File: config.mk
export PLATFORM = sky130hd
export DESIGN_NAME = scan_muxer
export DESIGN_NICKNAME = d
export VERILOG_FILES = /design/src/rtl/scan_muxer_pkg.sv /design/src/rtl/scan_next_ch.sv /design/src/rtl/scan_muxer.sv
export SDC_FILE = /design/constraint.sdc
export NUM_CORES = 1
export LEC_CHECK = 0
export ABC_CLOCK_PERIOD_IN_PS = 900
export BUFFER_PORTS_ARGS = -buffer_cell sky130_fd_sc_hd__buf_4
export CAP_MARGIN = 5
export CELL_PAD_IN_SITES_DETAIL_PLACEMENT = 0
export CELL_PAD_IN_SITES_GLOBAL_PLACEMENT = 1
export CORE_AREA = 2 2 39 41
export DETAILED_ROUTE_END_ITERATION = 10
export DIE_AREA = 0 0 41 43
export PLACE_DENSITY = 0.61
export RECOVER_POWER = 50
export SLEW_MARGIN = 0
export SYNTH_ARGS = -nofsm -noshare
export SYNTH_HDL_FRONTEND = slang
export SYNTH_SLANG_ARGS = --single-unit
File: constraint.sdc
create_clock -name clock -period 0.9 [get_ports clock]
set_input_delay 0.045 -clock clock [delete_from_list [all_inputs] [get_ports clock]]
set_output_delay 0.045 -clock clock [all_outputs]
set_load 0.01 [all_outputs]
File: src/rtl/scan_muxer_pkg.sv
// Shared definitions for scan_muxer: the mode encodings and modulo-N index helpers.
// The helpers take N as an argument so that any channel count can use them.
package scan_muxer_pkg;

  localparam logic MODE_DIRECT = 1'b0;
  localparam logic MODE_SCAN   = 1'b1;

  // Next index after idx, wrapping from n-1 back to 0.
  function automatic int wrap_inc(input int idx, input int n);
    return (idx >= n - 1) ? 0 : idx + 1;
  endfunction

  // (base + off) mod n. Only valid when base < n and off < n.
  function automatic int rot_idx(input int base, input int off, input int n);
    int k;
    k = base + off;
    return (k >= n) ? k - n : k;
  endfunction

endpackage

File: src/rtl/scan_next_ch.sv
// Rotating first-set search: finds the first set bit of vec, looking upward from start
// and wrapping past N-1. Returns that bit's index, and found=0 when vec is all zeros.
module scan_next_ch
  import scan_muxer_pkg::*;
#(
  parameter int N  = 4,
  parameter int SW = $clog2(N)
) (
  input  logic [N-1:0]  vec,
  input  logic [SW-1:0] start,
  output logic [SW-1:0] idx,
  output logic          found
);

  // The loop counts downward, so the match closest to start is written last and wins.
  always_comb begin
    idx   = '0;
    found = 1'b0;
    for (int i = N - 1; i >= 0; i--) begin
      if (vec[rot_idx(int'(start), i, N)]) begin
        idx   = SW'(rot_idx(int'(start), i, N));
        found = 1'b1;
      end
    end
  end

endmodule

File: src/rtl/scan_muxer.sv
// Registered N-to-1 channel muxer. It has a direct-select mode and a round-robin scan mode.
// Building with SCAN_MUXER_MASK_EN adds a mask port, and scan mode then skips disabled channels.
module scan_muxer
  import scan_muxer_pkg::*;
#(
  parameter int  N  = 4,
  parameter int  W  = 1,
  localparam int SW = $clog2(N)
) (
  input  logic            clock,
  input  logic            reset,
  input  logic [N*W-1:0]  x,
  input  logic [SW-1:0]   b,
  input  logic            mode,
  input  logic            en,
`ifdef SCAN_MUXER_MASK_EN
  input  logic [N-1:0]    mask,
`endif
  output logic [W-1:0]    z,
  output logic [SW-1:0]   ch,
  output logic            valid
);

  logic [SW-1:0] ptr;
  logic [SW-1:0] ptr_nxt;
  logic [SW-1:0] samp_ch;
  logic [SW-1:0] sel_ch;
  logic          samp_ok;
  logic          b_in_range;
  logic [W-1:0]  samp_data;

  // Widen b by one bit so that the range compare also holds when N is a power of two.
  assign b_in_range = ({1'b0, b} < (SW + 1)'(N));

`ifdef SCAN_MUXER_MASK_EN
  logic [SW-1:0] hit_idx;
  logic [SW-1:0] adv_idx;
  logic [SW-1:0] adv_start;
  logic          hit_found;
  logic          adv_found;

  scan_next_ch #(.N(N), .SW(SW)) u_hit (
    .vec   (mask),
    .start (ptr),
    .idx   (hit_idx),
    .found (hit_found)
  );

  // The pointer moves past the channel just sampled, to the next enabled channel.
  assign adv_start = SW'(wrap_inc(int'(hit_idx), N));

  scan_next_ch #(.N(N), .SW(SW)) u_adv (
    .vec   (mask),
    .start (adv_start),
    .idx   (adv_idx),
    .found (adv_found)
  );
`endif

  always_comb begin
    samp_ok = 1'b0;
    samp_ch = ptr;
    ptr_nxt = ptr;
    if (mode == MODE_DIRECT) begin
      samp_ok = b_in_range;
      samp_ch = b;
    end else begin
`ifdef SCAN_MUXER_MASK_EN
      samp_ok = hit_found;
      samp_ch = hit_idx;
      ptr_nxt = hit_found ? (adv_found ? adv_idx : hit_idx) : ptr;
`else
      samp_ok = 1'b1;
      samp_ch = ptr;
      ptr_nxt = SW'(wrap_inc(int'(ptr), N));
`endif
    end
  end

  // Clamp the select so the part-select never reaches past x on a dropped direct sample.
  assign sel_ch    = samp_ok ? samp_ch : '0;
  assign samp_data = x[int'(sel_ch)*W +: W];

  always_ff @(posedge clock) begin
    if (reset) begin
      z     <= '0;
      ch    <= '0;
      valid <= 1'b0;
      ptr   <= '0;
    end else begin
      valid <= 1'b0;
      if (en && samp_ok) begin
        z     <= samp_data;
        ch    <= samp_ch;
        valid <= 1'b1;
        if (mode == MODE_SCAN) begin
          ptr <= ptr_nxt;
        end
      end
    end
  end

endmodule

==> results.md, run 1 <==
| Quantity | This run | Unit |
|---|---|---|
| Post-Place Setup Slack | -0.201 | ns |
| Area of all sequential standard cells | 123 | um^2 |
| Area of the multi-input gates | 198 | um^2 |
| PortBufs | 13 | - |
| Final WL | 730 | um |
| Worst r2r dst | z | - |
| Data arrival time of the critical path | 1.16 | ns |
| Final setup vio count | 3 | - |
| Clock tree from TritonCTS | done | - |
| Die extent in x | 41 | um |
| RR Startpoint | ptr[0] | - |
| Worst hold path cell count | 2 | - |
| Number of buffers inserted for hold repair after clock tree synthesis | 0 | - |
| Total die area | 1760 | um^2 |
| Worst Skew | 0.00327 | ns |
| Worst hold path startpoint | reset | - |
| Final worst slack | -0.134 | ns |
| Leakage | 0.000211 | uW |
| Final Max Slew Viols | 0 | - |
| Critical path capture point type | flop | - |
| Count of antenna-violating nets left after detailed routing | 0 | - |
| IR drop worst, VDD | 0.526 | mV |
| Number of levels in the clock H-tree | 1 | - |
| Worst-path fanout max | 4 | - |
| Cells along the critical path | mux2i_2 -> and2b_1 -> o22ai_2 -> a211oi_2 | - |
| Weighted congestion at the end of routability-driven global placement | 0.657 | - |
| Clk slew on worst S/H paths | 0.05 | ns |
| Failing checks | setup timing | - |
| Max_slew headroom | 87.8 | % |
| Min Tclk post-route | 1.03 | ns |
| I/O Pins | 14 | - |
| Depth of the most critical reg-to-reg path | 4 | - |
| Ant diodes | 0 | - |
| R2r setup slk | -0.13 | ns |
| Final period utilization | 115 | % |
| Overall power after layout | 702 | uW |
| Initial core utilization | 22.2 | % |
| Number of max-cap violations | 0 | - |
| Global-route wire length before repair | 1120 | um |
| Pin count of the biggest net entering global routing | 10 | - |
| TritonCTS buffer count | 3 | - |
| Worst path max stage delay | 0.33 | ns |
| CP Launch Type | flop | - |
| Aggregate global routing overflow | 0 | - |
| Buffer depth of the longest clock path | 2 | - |
| Total number of vias | 314 | - |
| Post-Synthesis Mean Instance Area | 8.76 | um^2 |
| Worst skew pair latency | 0.24 | ns |
| Result of the run | finished with violations | - |
| Count of different cell masters after synthesis | 18 | - |
| Count of warnings emitted by yosys | 0 | - |
| Hold slack final | 0.0160 | ns |
| Max frequency | 968 | MHz |
| First drt pass iteration count | 2 | - |
| Combined area of all synthesized cells | 307 | um^2 |
| Final-stage net count | 66 | - |
| Crit path required time | 1.03 | ns |
| Syn-to-layout area delta | 57.6 | % |
| Wire per inst | 10.6 | um |
| Detailed Place HPWL | 547 | um |
| WS Path Type | flop to flop | - |
| Iteration-0 DRC count of the detailed router | 1 | - |
| Fraction of final layout cells with drive strength greater than 1 | 49.1 | % |
| Core region area | 1380 | um^2 |
| Fill cell total of the finished layout | 148 | - |
| Per-cell via count in the routed design | 4.55 | - |
| GRT Overall Usage | 9.74 | % |
| Min-Delay Path Class | input pin to flop | - |
| Number of synthesized register bits | 6 | - |
| Capture endpoint of the worst hold path | ptr[1] | - |
| Clock Sink Count | 6 | - |
| Initial antenna violation count | 0 | - |
| Measured slew at the worst slew-check pin | 0.180 | ns |
| Row count | 14 | - |
| Crit path max-delay cell type | sky130_fd_sc_hd__dfxtp_2 | - |
| End-of-flow core utilization | 34.9 | % |
| Total Neg Setup Slack | -0.329 | ns |
| Number of hold-slack violations in the final timing report | 0 | - |
| Power density normalized to cell area | 1450 | nW/um^2 |
| DRC errors left | 0 | - |
| Root Buffer Master | sky130_fd_sc_hd__clkbuf_4 | - |
| Part of the Yosys area used for sequential elements | 39.2 | % |
| Number of global-route vias before repair | 283 | - |
| Y dimension of the die | 43 | um |
| Count of mapped cells out of synthesis | 35 | - |
| Setup repair after global routing missed its margin | true | - |
| Net count after synthesis | 46 | - |
-- routing by layer --
metal	routed length, um	global-route usage [%]	vias to the layer above
li1	-	-	161
met1	359	12.9	148
met2	330	12.2	5
met3	39	3.14	0
met4	0	8.00	0
met5	0	0	-
-- through the flow --
stage | cell area, um^2 | instances
6_report | 483 | 69
5_1_grt | 483 | 69
4_1_cts | 477 | 69
3_5_place_dp | 438 | 66
3_3_place_gp | 438 | 66
2_1_floorplan | 307 | 35
-- flip-flops by register name, summed over array words and instances (netlist names) --
name	count
z	1
ptr	2
ch	2
valid	1
-- final cells by class --
cell class | count | area share, %
Clock buffer | 3 | 4.66
Timing Repair Buffer | 17 | 24.9
Sequential cell | 6 | 25.4
Multi-Input combinational cell | 27 | 40.9
Tap cell | 16 | 4.15
-- layout by cell type, fill, tap and decap left out, types with 3 or more instances in the layout --
cell type	n
sky130_fd_sc_hd__buf_4	15
sky130_fd_sc_hd__a21oi_1	5
sky130_fd_sc_hd__nor2_1	4
sky130_fd_sc_hd__dfxtp_1	4
sky130_fd_sc_hd__clkbuf_4	3
-- Yosys cell counts --
| cell type | instances | area, um^2 |
|---|---|---|
| sky130_fd_sc_hd__nor2b_1 | 1 | 6.26 |
| sky130_fd_sc_hd__and2b_1 | 2 | 15.0 |
| sky130_fd_sc_hd__nand2b_1 | 2 | 12.5 |
| sky130_fd_sc_hd__a21oi_1 | 5 | 25.0 |
| sky130_fd_sc_hd__a32oi_1 | 1 | 8.76 |
| sky130_fd_sc_hd__mux2i_1 | 1 | 10.0 |
| sky130_fd_sc_hd__ha_1 | 1 | 12.5 |
| sky130_fd_sc_hd__nand2_1 | 2 | 7.51 |
| sky130_fd_sc_hd__dfxtp_1 | 6 | 120 |
| sky130_fd_sc_hd__nor3_1 | 1 | 5.00 |
| sky130_fd_sc_hd__o22ai_1 | 1 | 6.26 |
| sky130_fd_sc_hd__a211oi_2 | 1 | 12.5 |
| sky130_fd_sc_hd__buf_6 | 1 | 11.3 |
| sky130_fd_sc_hd__nand3_1 | 1 | 5.00 |
| sky130_fd_sc_hd__buf_2 | 1 | 5.00 |
| sky130_fd_sc_hd__and2_0 | 1 | 6.26 |
| sky130_fd_sc_hd__nor2_1 | 4 | 15.0 |
| sky130_fd_sc_hd__a211oi_1 | 3 | 22.5 |
-- critical path, delay by kind of cell, from the launching register on --
kind,cells,cell delay [ns]
AO/OA/AOI/OAI,2,0.20
flip-flops,1,0.33
multiplexers,1,0.18
AND/OR/NAND/NOR,1,0.21
-- timing repair --
action	4_1_cts	5_1_grt
resized for setup	5	3
pin swaps	4	0
setup buffers	1	0
setup endpoints to repair	4	3
-- power breakdown --
| part | total, uW | switching [uW] | internal (uW) | leakage, uW |
|---|---|---|---|---|
| clock network | 253 | 102 | 151 | 0.0000138 |
| registers | 295 | 10.5 | 284 | 0.0000504 |
| logic | 155 | 67.9 | 86.8 | 0.000147 |
| total | 702 | 180 | 522 | 0.000211 |
-- how the worst max path moves through the flow --
stage / from / end / slack, ns / cells after the start
finish: ptr[0] / z / -0.13 / 4
global route: ptr[0] / z / -0.19 / 4
CTS: ptr[0] / z / -0.15 / 4
detailed placement: ptr[0] / z / -0.20 / 4
global placement: ptr[0] / z / -0.17 / 4
floorplan: ptr[0] / z / -0.12 / 4
-- kinds of logic after synthesis --
| family | share of synthesized area, % |
|---|---|
| fa+ha+maj | 4.08 |
| flops | 39.2 |
| mux | 3.27 |
| simple gates | 23.7 |
| compound gates | 24.5 |
| buf+inv | 5.30 |
Note: power is estimated with default switching activity, not from simulation.
==> inputs of run 2 (changes only) <==
- ABC_CLOCK_PERIOD_IN_PS: 900 -> 1180
- PLACE_DENSITY: 0.61 -> 0.59
- TNS_END_PERCENT: unset -> 1
- clock period: 0.9 -> 1.18 ns (I/O delays scaled with it)
==> results.md, run 2 (synthesis results as in run 1) <==
| Quantity | This run | Unit |
|---|---|---|
| Result of the run | finished, final reports clean | - |
| Weighted congestion at the end of routability-driven global placement | 0.639 | - |
| WS Path Type | flop to flop | - |
| IR drop worst, VDD | 0.495 | mV |
| Commonest non-fill, non-tap cell in the layout | sky130_fd_sc_hd__buf_4 | - |
| Resized cells post-CTS | 0 | - |
| Root Buffer Master | sky130_fd_sc_hd__clkbuf_4 | - |
| TritonCTS buffer count | 3 | - |
| Power density normalized to cell area | 1180 | nW/um^2 |
| Initial core utilization | 22.2 | % |
| Power share of the sequential group | 45.0 | % |
| Critical path capture point type | flop | - |
| Clk slew on worst S/H paths | 0.04 | ns |
| Most utilized layer in the global route result | met1 | - |
| Final Max Slew Viols | 0 | - |
| Grt met3 use | 6.28 | % |
| Worst Skew | 0.00274 | ns |
| Fill cell total of the finished layout | 162 | - |
| Final-stage net count | 62 | - |
| Met2 capacity usage during global routing | 10.6 | % |
| Number of hold-slack violations in the final timing report | 0 | - |
| Number of buffers inserted for hold repair after clock tree synthesis | 0 | - |
| Internal power | 381 | uW |
| Min-Delay Path Class | input pin to flop | - |
| Hold slack final | 0.0327 | ns |
| PortBufs | 13 | - |
| Syn-to-layout area delta | 38.0 | % |
| Initial antenna violation count | 0 | - |
| I/O Pins | 14 | - |
| Clock Sink Count | 6 | - |
| DRC errors left | 0 | - |
| Combinational share of power | 18.5 | % |
| Worst path max stage delay | 0.35 | ns |
| Count of antenna-violating nets left after detailed routing | 0 | - |
| Per-cell via count in the routed design | 4.55 | - |
| Clock tree from TritonCTS | done | - |
| Top Registers | ch x2, ptr x2 | - |
| Data arrival time of the critical path | 1.22 | ns |
| Fraction of final layout cells with drive strength greater than 1 | 30.6 | % |
| Number of global-route vias before repair | 246 | - |
| Combined buffer and inverter count along the critical path | 0 | - |
| Share of total power in the clock network | 36.5 | % |
| Min Tclk post-route | 1.10 | ns |
| Worst skew pair latency | 0.24 | ns |
| Routing usage on met1 | 12.4 | % |
| Switching power summed over all nets | 119 | uW |
| Area of the multi-input gates | 174 | um^2 |
| GRT Overall Usage | 9.38 | % |
| CP Launch Type | flop | - |
| Die extent in x | 41 | um |
| Most used cells in the layout excluding fill and tap cells | sky130_fd_sc_hd__buf_4 (10), sky130_fd_sc_hd__dfxtp_1 (6), sky130_fd_sc_hd__a21oi_1 (5) | - |
| Final WL | 634 | um |
| Placed cell count | 62 | - |
| Final period utilization | 92.9 | % |
| Buffer depth of the longest clock path | 2 | - |
| Max_slew headroom | 86.9 | % |
| Row count | 14 | - |
| Worst-path fanout max | 6 | - |
| Total Neg Setup Slack | 0 | ns |
| Detailed Place HPWL | 494 | um |
| Aggregate global routing overflow | 0 | - |
| Pin count of the biggest net entering global routing | 10 | - |
| Y dimension of the die | 43 | um |
| Leakage | 0.000178 | uW |
| Crit path required time | 1.30 | ns |
| Total die area | 1760 | um^2 |
| Final setup vio count | 0 | - |
| End-of-flow core utilization | 30.6 | % |
| Number of max-cap violations | 0 | - |
| Setup repair after global routing missed its margin | false | - |
| Ant diodes | 0 | - |
| Core region area | 1380 | um^2 |
| Largest delay share family, worst path | flip-flops | - |
| Measured slew at the worst slew-check pin | 0.193 | ns |
| Number of levels in the clock H-tree | 1 | - |
| Cells along the critical path | mux2i_2 -> and2b_1 -> o22ai_1 -> a211oi_2 | - |
| Wire per inst | 9.75 | um |
| Final Non-Filler Cells | 65 | - |
| Crit path max-delay cell type | sky130_fd_sc_hd__dfxtp_1 | - |
| Global-route wire length before repair | 1050 | um |
| Buffer count from post-CTS setup fixing | 0 | - |
| Switching part of the total | 23.8 | % |
| Total number of vias | 296 | - |
| Max frequency | 912 | MHz |
| Area of all sequential standard cells | 120 | um^2 |
| First drt pass iteration count | 3 | - |
| Iteration-0 DRC count of the detailed router | 2 | - |
-- run 2: metal layers --
metal / vias to the layer above / share of wire [%]
li1: 157 / -
met1: 131 / 46
met2: 8 / 45
met3: 0 / 8.7
met4: 0 / 0
met5: - / 0
-- run 2: cell type report --
type,count,area share (%)
Multi-Input combinational cell,27,41.1
Sequential cell,6,28.4
Timing Repair Buffer,13,20.4
Clock buffer,3,5.33
Tap cell,16,4.73
-- run 2: worst paths after layout --
| check | startpoint | to | slack, ns | depth (start not counted) |
|---|---|---|---|---|
| setup / recovery | ptr[0] | z | 0.08 | 4 |
| hold / removal | reset | z | 0.03 | 2 |
| setup reg to reg | ptr[0] | z | 0.08 | 4 |
| hold reg to reg | ch[0] | ch[0] | 0.49 | 2 |
-- run 2: power groups by stage --
stage / sequential, uW / clock, uW / combinational [uW]
2_1_floorplan: 232 / 0 / 48.3
3_3_place_gp: 228 / 0 / 97.9
3_5_place_dp: 229 / 0 / 95.6
4_1_cts: 225 / 191 / 96.5
5_1_grt: 227 / 215 / 102
6_report: 225 / 182 / 92.4
-- run 2: stage by stage --
step	cell area (um^2)	power (uW)	worst slack, ns
2_1_floorplan	307	280	0.159
3_3_place_gp	408	326	0.0230
3_5_place_dp	408	324	0.0531
4_1_cts	430	513	0.0320
5_1_grt	423	544	0.00550
6_report	423	499	0.0835
-- run 2: worst register-to-register path, cell delays in order, from the launching register on --
cell	delay, ns
sky130_fd_sc_hd__dfxtp_1	0.35
sky130_fd_sc_hd__mux2i_2	0.20
sky130_fd_sc_hd__and2b_1	0.21
sky130_fd_sc_hd__o22ai_1	0.14
sky130_fd_sc_hd__a211oi_2	0.09
